File: src/rtl/if_fetch_unit.sv
// Instruction-fetch stage: owns the PC, issues one outstanding imem request
// at a time and loads the IF/ID pipeline registers. An EX-stage redirect
// overrides stalls and cancels any fetch still in flight.
//
// state | meaning
// ------+----------------------------------------------------------
// REQ   | presenting imem_req_addr=pc, waiting for imem_req_ready
// WAIT  | request accepted, waiting for imem_resp_valid
// HOLD  | response captured while ID stalled; waiting for stall to drop
module if_fetch_unit #(
  parameter logic [31:0] RESET_PC = 32'h0000_0000,
  parameter logic [31:0] NOP_INST = 32'h0000_0013
) (
  input  logic        clk,
  input  logic        rst,
  input  logic        ex_take_branch_in,
  input  logic [31:0] ex_target_PC_in,
  input  logic        stall_in,
  output logic        imem_req_valid,
  output logic [31:0] imem_req_addr,
  input  logic        imem_req_ready,
  input  logic        imem_resp_valid,
  input  logic [31:0] imem_resp_data,
  output logic [31:0] if_id_PC,
  output logic [31:0] if_id_NPC,
  output logic [31:0] if_id_IR,
  output logic        if_id_valid_inst
);

  typedef enum logic [1:0] {S_REQ, S_WAIT, S_HOLD} state_t;

  state_t      state, state_next;
  logic [31:0] pc;
  logic [31:0] hold_data;
  logic        discard;

  logic        req_fire;
  logic        resp_live;
  logic        deliver;
  logic [31:0] deliver_data;
  logic [31:0] target_aligned;

  // Masking (rather than slicing) keeps every target bit in use.
  assign target_aligned = ex_target_PC_in & 32'hFFFF_FFFC;
  assign req_fire       = (state == S_REQ) && imem_req_ready;
  // A response only counts in WAIT, and not when it belongs to a cancelled fetch.
  assign resp_live      = (state == S_WAIT) && imem_resp_valid && !discard;
  assign deliver        = !ex_take_branch_in && !stall_in &&
                          (resp_live || (state == S_HOLD));
  assign deliver_data   = (state == S_HOLD) ? hold_data : imem_resp_data;

  // State register
  always_ff @(posedge clk or posedge rst) begin
    if (rst) state <= S_REQ;
    else     state <= state_next;
  end

  // Next-state logic; redirect wins over stall in WAIT and HOLD
  always_comb begin
    state_next = state;
    case (state)
      S_REQ: begin
        if (req_fire) state_next = S_WAIT;
      end
      S_WAIT: begin
        if (imem_resp_valid) begin
          if (ex_take_branch_in || discard || !stall_in) state_next = S_REQ;
          else                                           state_next = S_HOLD;
        end
      end
      S_HOLD: begin
        if (ex_take_branch_in || !stall_in) state_next = S_REQ;
      end
      default: state_next = S_REQ;
    endcase
  end

  // Request channel outputs; the address is just the PC, so it is stable while waiting
  always_comb begin
    imem_req_valid = (state == S_REQ);
    imem_req_addr  = pc;
  end

  // PC, discard flag and hold buffer
  always_ff @(posedge clk or posedge rst) begin
    if (rst) begin
      pc        <= RESET_PC;
      discard   <= 1'b0;
      hold_data <= 32'h0;
    end else begin
      if (ex_take_branch_in) pc <= target_aligned;
      else if (deliver)      pc <= pc + 32'd4;

      // At most one response can be in flight, so a single flag suffices
      // even for back-to-back redirects.
      if (state == S_WAIT) begin
        if (imem_resp_valid)        discard <= 1'b0;
        else if (ex_take_branch_in) discard <= 1'b1;
      end else if (req_fire && ex_take_branch_in) begin
        discard <= 1'b1;
      end

      if (ex_take_branch_in)
        hold_data <= 32'h0;
      else if (resp_live && stall_in)
        hold_data <= imem_resp_data;
    end
  end

  // IF/ID pipeline registers: redirect flushes, stall holds, otherwise load or bubble
  always_ff @(posedge clk or posedge rst) begin
    if (rst) begin
      if_id_PC         <= 32'h0;
      if_id_NPC        <= 32'h0;
      if_id_IR         <= NOP_INST;
      if_id_valid_inst <= 1'b0;
    end else if (ex_take_branch_in) begin
      if_id_IR         <= NOP_INST;
      if_id_valid_inst <= 1'b0;
    end else if (!stall_in) begin
      if (deliver) begin
        if_id_PC         <= pc;
        if_id_NPC        <= pc + 32'd4;
        if_id_IR         <= deliver_data;
        if_id_valid_inst <= 1'b1;
      end else begin
        if_id_IR         <= NOP_INST;
        if_id_valid_inst <= 1'b0;
      end
    end
  end

endmodule

File: config.mk
export PLATFORM = sky130hd
export DESIGN_NAME = if_fetch_unit
export DESIGN_NICKNAME = d
export VERILOG_FILES = /design/src/rtl/if_fetch_unit.sv
export SDC_FILE = /design/constraint.sdc
export NUM_CORES = 1
export LEC_CHECK = 0
export ABC_CLOCK_PERIOD_IN_PS = 6290
export BUFFER_PORTS_ARGS = -buffer_cell sky130_fd_sc_hd__buf_4
export CORE_MARGIN = 3
export CORE_UTILIZATION = 40
export CTS_BUF_LIST = sky130_fd_sc_hd__clkbuf_4 sky130_fd_sc_hd__clkbuf_8
export DETAILED_ROUTE_END_ITERATION = 8
export SYNTH_ARGS = -nofsm -noshare
export SYNTH_HDL_FRONTEND = slang
export SYNTH_SLANG_ARGS = --single-unit
File: constraint.sdc
create_clock -name clk -period 6.29 [get_ports clk]
set_clock_uncertainty 0.1 [all_clocks]
set_input_delay 0.3145 -clock clk [delete_from_list [all_inputs] [get_ports clk]]
set_output_delay 0.3145 -clock clk [all_outputs]
set_load 0.05 [all_outputs]
== After elaboration in Yosys (flattened, before gate mapping) ==
Index checks and enable logic that the tools add are counted.
Word-level totals
  flip-flop bits (word level): 164
  input bits: 70
  logic and storage cells: 59
Cells by class
  add/subtract/negate cells: 1
  bitwise gates (word level): 2
  multiplexer cells: 20
  equal/unequal tests: 7
  reductions and logical operators: 21
Operators with widths (count)
  32-bit two-way mux: 8
  32-bit by 3-bit adder with 32-bit output, second input constant: 1
  2-bit two-way mux: 4
  1-bit logical AND: 7
  1-bit two-way mux: 7
  2-bit one-hot mux with 3 select lines: 1
  3-bit AND reduction: 2
  2-bit nonzero test: 3
  1-bit logical OR: 4
  2-bit by 1-bit != test with 1-bit output, second input constant: 2
  2-bit != test, second input constant: 2
  1-bit logical NOT: 3
  3-bit != test, second input constant: 1
  2-bit by 1-bit equality test with 1-bit output, second input constant: 1
  2-bit equality test, second input constant: 1
  2-bit logical NOT: 1
  1-bit NOT: 2
  2-bit AND reduction: 1

== Depth between registers and ports, before layout ==
Gate-level depths: netlist of run 1.
  depth in word-level cells: 8
  depth in mapped cells: 9
  depth with buffers taken out: 6

== Least setup slack after synthesis of run 1 ==
No wires, ideal clock.
  kind: register to register
  from: reg pc[2] (netlist: imem_req_addr[2])
  to: reg pc[30] (netlist: imem_req_addr[30])
  stages on the path, launching flop included: 7
  path slack: 3.953 ns
  data arrival time: 2.112 ns
  period minus slack after synthesis: 2.337 ns
  path buffers: 0
  cells stage by stage: dfrtp_1 > ha_1 > nand3_1 > nor4_4 > nand4_1 > xnor2_1 > mux2_2
Between the ends
  word-level cells in the longest chain between the ends: 3
Ends and longest elaborated chain
  from (decl): RTL line 33  | logic [31:0] pc;
  from (signal assigned): RTL line 91  | if (ex_take_branch_in) pc <= target_aligned;
  from (signal assigned): RTL line 92  | else if (deliver) pc <= pc + 32'd4;
  32-bit by 3-bit adder with 32-bit output: RTL line 92
  32-bit two-way mux: RTL line 92
  32-bit two-way mux: RTL line 91
Every way passes these cells. The select of a mux whose other input is x is not followed.
A chain may end at the register's enable or synchronous reset.

== Worst setup path in the final report of run 1 ==
  from: reg state[0]
  to: reg if_id_IR[16]
Between the ends
  word-level cells in the longest chain between the ends: 8
Ends and longest elaborated chain
  from (decl): RTL line 32  | state_t state, state_next;
  from (signal assigned): RTL line 55  | else state <= state_next;
  2-bit by 1-bit equality test with 1-bit output: RTL line 47  | assign resp_live = (state == S_WAIT) && imem_resp_valid && !discard;
  1-bit logical AND (2 in a row): RTL line 47
  1-bit logical OR: RTL line 49  | (resp_live || (state == S_HOLD));
  1-bit logical AND: RTL line 48  | assign deliver = !ex_take_branch_in && !stall_in &&
  32-bit two-way mux *: RTL line 121  | if (deliver) begin
  32-bit two-way mux *: RTL line 120  | end else if (!stall_in) begin
  32-bit two-way mux *: RTL line 117  | end else if (ex_take_branch_in) begin
  to (signal assigned): RTL line 124  | if_id_IR <= deliver_data;
  to (decl): RTL line 26  | output logic [31:0] if_id_IR,
Mark *: on every way between the ends. The rest lies on a longest branch, timed or not. The select of a mux whose other input is x is not followed.

==> summary.md, run 1 <==
| Metric | Value |
|---|---|
| Hold Startpoint | `imem_req_ready` |
| Worst Reg2Reg Path Length in Cells | `5` |
| Synth cell types | `46` |
| Initial Utilization | `41.24%` |
| Placer Congestion | `around 0.76` |
| Internal Pwr Total | `approximately 2.0 mW` |
| FF-to-FF End | `if_id_IR[16]` |
| PortBufs | `191` |
| Final setup viols | `0` |
| Setup crit start kind | `flip-flop` |
| Hold Path Cell Cnt | `3` |
| Vias in the first global route | `6092` |
| Drt total wl | `19.55 mm` |
| CTS Buffer Depth | `2` |
| WL per Instance | `16.50 um` |
| CP max FO | `about 120` |
| CP Capture Type | `flip-flop` |
| Pwr per Cell Area | `between 300 and 400 nW/um2` |
| Post-synthesis cell count | `between 700 and 800` |
| DIE AREA | `slightly below 20000 um2` |
| Logic pwr share | `37.0%` |
| F_max | `between 300 and 400 MHz` |
| CTS tree | `done` |
| Rows | `48` |
| Switch share | `41.68%` |
| Most common cell after layout, fill and taps aside | `nand2_1` |
| FF+latch count, synth | `between 150 and 200` |
| Max-cap violation count | `0` |
| Clock Tree Root | `clkbuf_8` |
| Launch point of the worst path | `state[0]` |
| Design Area, Final | `9737 um2` |
| Cell area after synthesis | `7207 um2` |
| GRT Overall Usage | `20.19%` |
| Psw | `1.412 mW` |
| VDD IR max | `between 0.2 and 0.25 mV` |
| Tmin final | `3252 ps` |
| Outcome | `finished, final reports clean` |
| FILL cells | `~1500` |
| Main synth FF type | `dfrtp_1` |
| Setup TNS | `0 ps` |
| Clock latency on the worst-skew pair | `450 ps` |
| Height of the die | `140.2 um` |
| DRT Pass-1 Iters | `5` |
| Classification of the worst setup path | `reg -> reg` |
| Sequential area share after synthesis | `54.91%` |
| Synth async-reset ratio | `100.0%` |
| DP HPWL | `roughly 13 mm` |
| CTS clk-pin slew, worst paths | `roughly 90 ps` |
| CP arrival | `approximately 3400 ps` |
| Total congestion overflow | `0` |
| Pleak | `~4.7 nW` |
| Max-slew violations | `0` |
| Period Utilization, post-route | `between 50% and 60%` |
| Htree depth | `4` |
| Core area | `17480 um2` |
| First-pass GRT wire length | `32.16 mm` |
| Mean Syn Cell Area | `10.01 um2` |
| Total clock sinks | `158` |
| ANT cells | `0` |
| Start of the worst register-to-register path | `state[0]` |
| Via count | `between 5000 and 6000` |
| Yosys warns | `0` |
| Synth top area share | `between 50 and 60%` |
| Leading area contributor after synthesis | `dfrtp_1` |
| RSZ-0062 raised after global routing | `false` |
| Critical Path RT | `6450 ps` |
| Placement Cell Area | `8687 um2` |
| Final Net Count | `1018` |
| R2r setup slk | `3040 ps` |
| Number of flops mapped to enable cells by yosys | `0` |
| Share of post-route cells with drive strength above 1 | `26.35%` |
| Max transition margin | `19.28%` |
| Iteration-0 DRC Markers | `334` |
| I/O Pins | `200` |
| Pin count of the biggest net entering global routing | `119` |
| Synth area leaders | `dfrtp_1 54%, nand2_1 10%, xor2_1 5.3%` |
| Worst-margin pin slew | `1211 ps` |
| Post-route DRC violation count | `0` |
| Clock network fraction of design power | `23.6%` |
| Part of the power in registers | `39.3%` |
| Final hold viol count | `0` |
| PostCTS Resize Cnt | `0` |
| Hold Crit Class | `in -> reg` |
| Antenna-violating nets left | `0` |
| Initial antenna violation count | `0` |
| Post-DR vias/cell | `5.061` |
| Die W | `140.2 um` |
| TritonCTS buffer count | `17` |
| Most frequent cells in the layout | `201 x nand2_1, 197 x buf_4, 155 x dfrtp_1` |
| Hold endpoint | `state[0]` |
| Layout Area Growth over Synthesis | `35.10%` |
-- power groups by stage --
stage | sequential [mW] | clock, mW | combinational, mW
floorplan | 1.93 | 0 | 0.241
global placement | 1.34 | 0 | 1.22
detailed placement | 1.35 | 0 | 1.23
CTS | 1.33 | 0.825 | 1.27
global route | 1.36 | 0.872 | 1.33
finish | 1.33 | 0.801 | 1.25
-- per-stage QoR --
stage               power [mW]  hold WS (ps)  cells  utilization (%)  setup WS, ps
CTS                      3.425         8.964   1185            55.71          3042
finish                   3.388         39.19   1185            55.71          3038
floorplan                2.168         328.6    725                -          1617
global placement         2.568         360.0   1090            49.71          3170
global route             3.559         53.57   1185            55.71          2726
detailed placement       2.586         363.4   1090            49.71          3043
-- sequential cells by signal, indices dropped and copies added (netlist names) --
| register | flops |
|---|---|
| if_id_PC | 30 |
| state | 2 |
| if_id_valid_inst | 1 |
| if_id_NPC | 30 |
| hold_data | 32 |
| imem_req_addr | 30 |
| if_id_IR | 32 |
| discard | 1 |
-- cells in the mapped netlist (4+ instances only) --
cell type / n
nand2_1: 201
dfrtp_1: 155
o21ai_0: 72
xor2_1: 44
a22o_1: 32
mux2i_1: 31
clkbuf_1: 26
nand4_1: 19
nand3_1: 18
nor2_1: 14
xnor2_1: 13
o21ai_1: 12
buf_4: 10
buf_2: 8
buf_6: 6
and3_1: 4
nand2b_1: 4
nor3_1: 4
-- layer usage --
metal	GRT usage (%)	part of all wire, %	vias up
met5	0	0	-
li1	-	-	2866
met1	27.49	45	2908
met3	5.189	6.4	31
met4	6.629	1.8	0
met2	31.70	47	192
-- what timing repair did --
| item | CTS | global route |
|---|---|---|
| hold buffers | 63 | 0 |
| setup buffers | 0 | 0 |
| hold endpoints to repair | 138 | 0 |
-- cells by family after synthesis --
group	count (synthesis)	share of synthesized area (%)
xor+xnor	57	6.927
other cells	1	0.05203
buf+inv	60	4.739
compound gates	129	11.04
fa+ha+maj	1	0.1736
simple gates	282	17.69
mux	32	4.462
flops	158	54.91
-- worst max-delay path by stage --
stage | end | cells after the start
floorplan | discard | 1
global placement | if_id_NPC[23] | 6
detailed placement | if_id_NPC[8] | 5
CTS | if_id_IR[16] | 5
global route | if_id_IR[16] | 5
finish | if_id_IR[16] | 5
-- area by class of cell --
cell class	instances	area, um2	area share [%]
Inverter	3	16.27	0.1671
Clock inverter	12	162.7	1.671
Sequential cell	158	3958	40.65
Tap cell	225	281.5	2.891
Multi-Input combinational cell	507	2953	30.33
Timing Repair Buffer	260	2110	21.67
Clock buffer	20	256.5	2.634
-- critical path, stage by stage (launching register included) --
cell and delay (ps):
dfrtp_1 480, nand2b_1 850, a21oi_2 90, buf_4 280, nand2b_4 920, o21ai_0 330
No activity file was read; power rests on OpenSTA's default activity.
==> inputs of run 2 (changes only) <==
- ABC_CLOCK_PERIOD_IN_PS: 6290 -> 2810
- PLACE_DENSITY: unset -> 0.66
- clock period: 6.29 -> 2.81 ns (I/O delays scaled with it)
==> summary.md, run 2 (synthesis gave the netlist of run 1 again) <==
| Metric | Value |
|---|---|
| Rows | `between 40 and 50` |
| DP HPWL | `about 13 mm` |
| Max-slew violations | `0` |
| Post-layout util | `a little under three fifths` |
| Antenna-violating nets left | `0` |
| DRT Pass-1 Iters | `4` |
| VDD IR max | `0.5137 mV` |
| Start of the worst register-to-register path | `imem_req_addr[2]` |
| Slowest-stage cell, CP | `dlygate4sd3_1` |
| GRT Overall Usage | `20.07%` |
| Final Worst Setup Slack | `238.2 ps` |
| Total clock sinks | `158` |
| Post-DR vias/cell | `4.933` |
| Pleak | `approximately 4.8 nW` |
| Worst path cell trace | `ha_1 > nand3_1 > nor4_4 > buf_4 > nand4_1 > xor2_1 > o21ai_0 > dlygate4sd3_1` |
| CTS clk-pin slew, worst paths | `approximately 90 ps` |
| Initial antenna violation count | `0` |
| Placed insts | `1108` |
| Outcome | `finished, final reports clean` |
| Final hold viol count | `0` |
| CP arrival | `about 2900 ps` |
| ANT cells | `0` |
| PortBufs | `191` |
| Layout Area Growth over Synthesis | `38.52%` |
| Classification of the worst setup path | `reg -> reg` |
| Total congestion overflow | `0` |
| CTS Buffer Depth | `2` |
| Tmin final | `2572 ps` |
| F_max | `between 300 and 400 MHz` |
| Final setup viols | `0` |
| Final Net Count | `1047` |
| Htree depth | `4` |
| Largest registers | `hold_data: 32 flops, if_id_IR: 32 flops` |
| Hold Crit Class | `in -> reg` |
| Vias in the first global route | `approximately 6000` |
| Die W | `140.2 um` |
| FF-to-FF End | `imem_req_addr[28]` |
| I/O Pins | `200` |
| Most frequent cells in the layout | `214 x buf_4, 201 x nand2_1, 155 x dfrtp_1` |
| Post-route DRC violation count | `0` |
| Max-cap violation count | `0` |
| CP max FO | `7` |
| Core area | `17480 um2` |
| Clock latency on the worst-skew pair | `440 ps` |
| Worst Reg2Reg Path Length in Cells | `8` |
| Drt total wl | `19.56 mm` |
| CTS tree | `done` |
| Initial Utilization | `between 40% and 50%` |
| Critical Path RT | `3090 ps` |
| Crit-path max cell delay | `approximately 560 ps` |
| PostCTS Resize Cnt | `0` |
| First-pass GRT wire length | `31.80 mm` |
| Worst Setup EP | `imem_req_addr[28]` |
| Iteration-0 DRC Markers | `336` |
| Setup crit start kind | `flip-flop` |
| Final cell count without fillers | `around 1200` |
| Period Utilization, post-route | `between 90 and 100%` |
| CP Capture Type | `flip-flop` |
| R2r setup slk | `240 ps` |
| RSZ-0062 raised after global routing | `false` |
| Setup TNS | `0 ps` |
| Max transition margin | `between 40% and 50%` |
| Share of post-route cells with drive strength above 1 | `27.60%` |
| TritonCTS buffer count | `17` |
| Pwr per Cell Area | `753.9 nW/um2` |
| Pin count of the biggest net entering global routing | `55` |
| Via count | `between 5000 and 6000` |
| WL per Instance | `16.11 um` |
| Worst-margin pin slew | `858.7 ps` |
| Launch point of the worst path | `imem_req_addr[2]` |
| Placer Congestion | `0.7564` |
| Clock Tree Root | `clkbuf_8` |
| Most common cell after layout, fill and taps aside | `buf_4` |
| DIE AREA | `between 15000 and 20000 um2` |
| Height of the die | `140.2 um` |
| Pre-CTS setup slack | `roughly 590 ps` |
==> run 2: layer usage <==
layer / GRT usage [%] / part of all wire (%) / wire length, um / vias up
li1: - / - / - / 2931
met3: 4.575 / 4.5 / 877 / 26
met4: 5.915 / 1.8 / 357 / 0
met2: 32.51 / 49 / 9500 / 147
met5: 0 / 0 / 0 / -
met1: 27.15 / 45 / 8826 / 2885
==> run 2: metrics by stage <==
| step | total power, mW | hold WS (ps) | cell area, um2 |
|---|---|---|---|
| 4_1_cts | 7.588 | 25.76 | 9968 |
| 3_3_place_gp | 5.750 | 247.7 | 8853 |
| 5_1_grt | 7.883 | 46.44 | 9983 |
| 6_report | 7.526 | 60.45 | 9983 |
| 3_5_place_dp | 5.789 | 250.6 | 8853 |
| 2_1_floorplan | 4.854 | 154.6 | 7229 |
==> run 2: cell type report <==
class                      instances  area (um2)
tap                              225       281.5
clock buffer                      17       234.0
multi-input combinational        507        2948
sequential                       158        3958
fill                            1563        7493
inverter                           3       15.01
timing repair buffer             289        2387
clock inverter                    15       160.2
==> run 2: power breakdown <==
| group | leakage, nW | switching (mW) | internal [mW] |
|---|---|---|---|
| Clock | 0.191 | 0.909 | 0.802 |
| Combinational | 2.57 | 1.98 | 0.862 |
| Sequential | 2.06 | 0.299 | 2.67 |
==> run 2: worst min path at each step <==
stage                              startpoint                 to  slack [ps]  depth (start not counted)
after floorplan             imem_resp_data[0]        if_id_IR[0]         150                          2
after global placement    ex_target_PC_in[16]  imem_req_addr[16]         250                          3
after detailed placement                  rst       if_id_PC[27]         250                          2
after CTS                            stall_in        if_id_IR[0]          30                          4
after global routing                 stall_in           state[1]          50                          3
final                                stall_in        if_id_IR[0]          60                          4
==> run 2: timing repair <==
item	CTS	global route
setup buffers	0	2
hold buffers	72	0
setup endpoints to repair	0	1
endpoints found under the hold margin	128	0
==> run 2: critical path, delay by kind of cell (launching register included) <==
family | cells | cell delay [ps]
adders and majority gates | 1 | 250
AOI/OAI and AO/OA | 1 | 150
xor gates and xnor gates | 1 | 170
and+or+nand+nor | 3 | 610
buffers and inverters | 2 | 760
DFF | 1 | 470
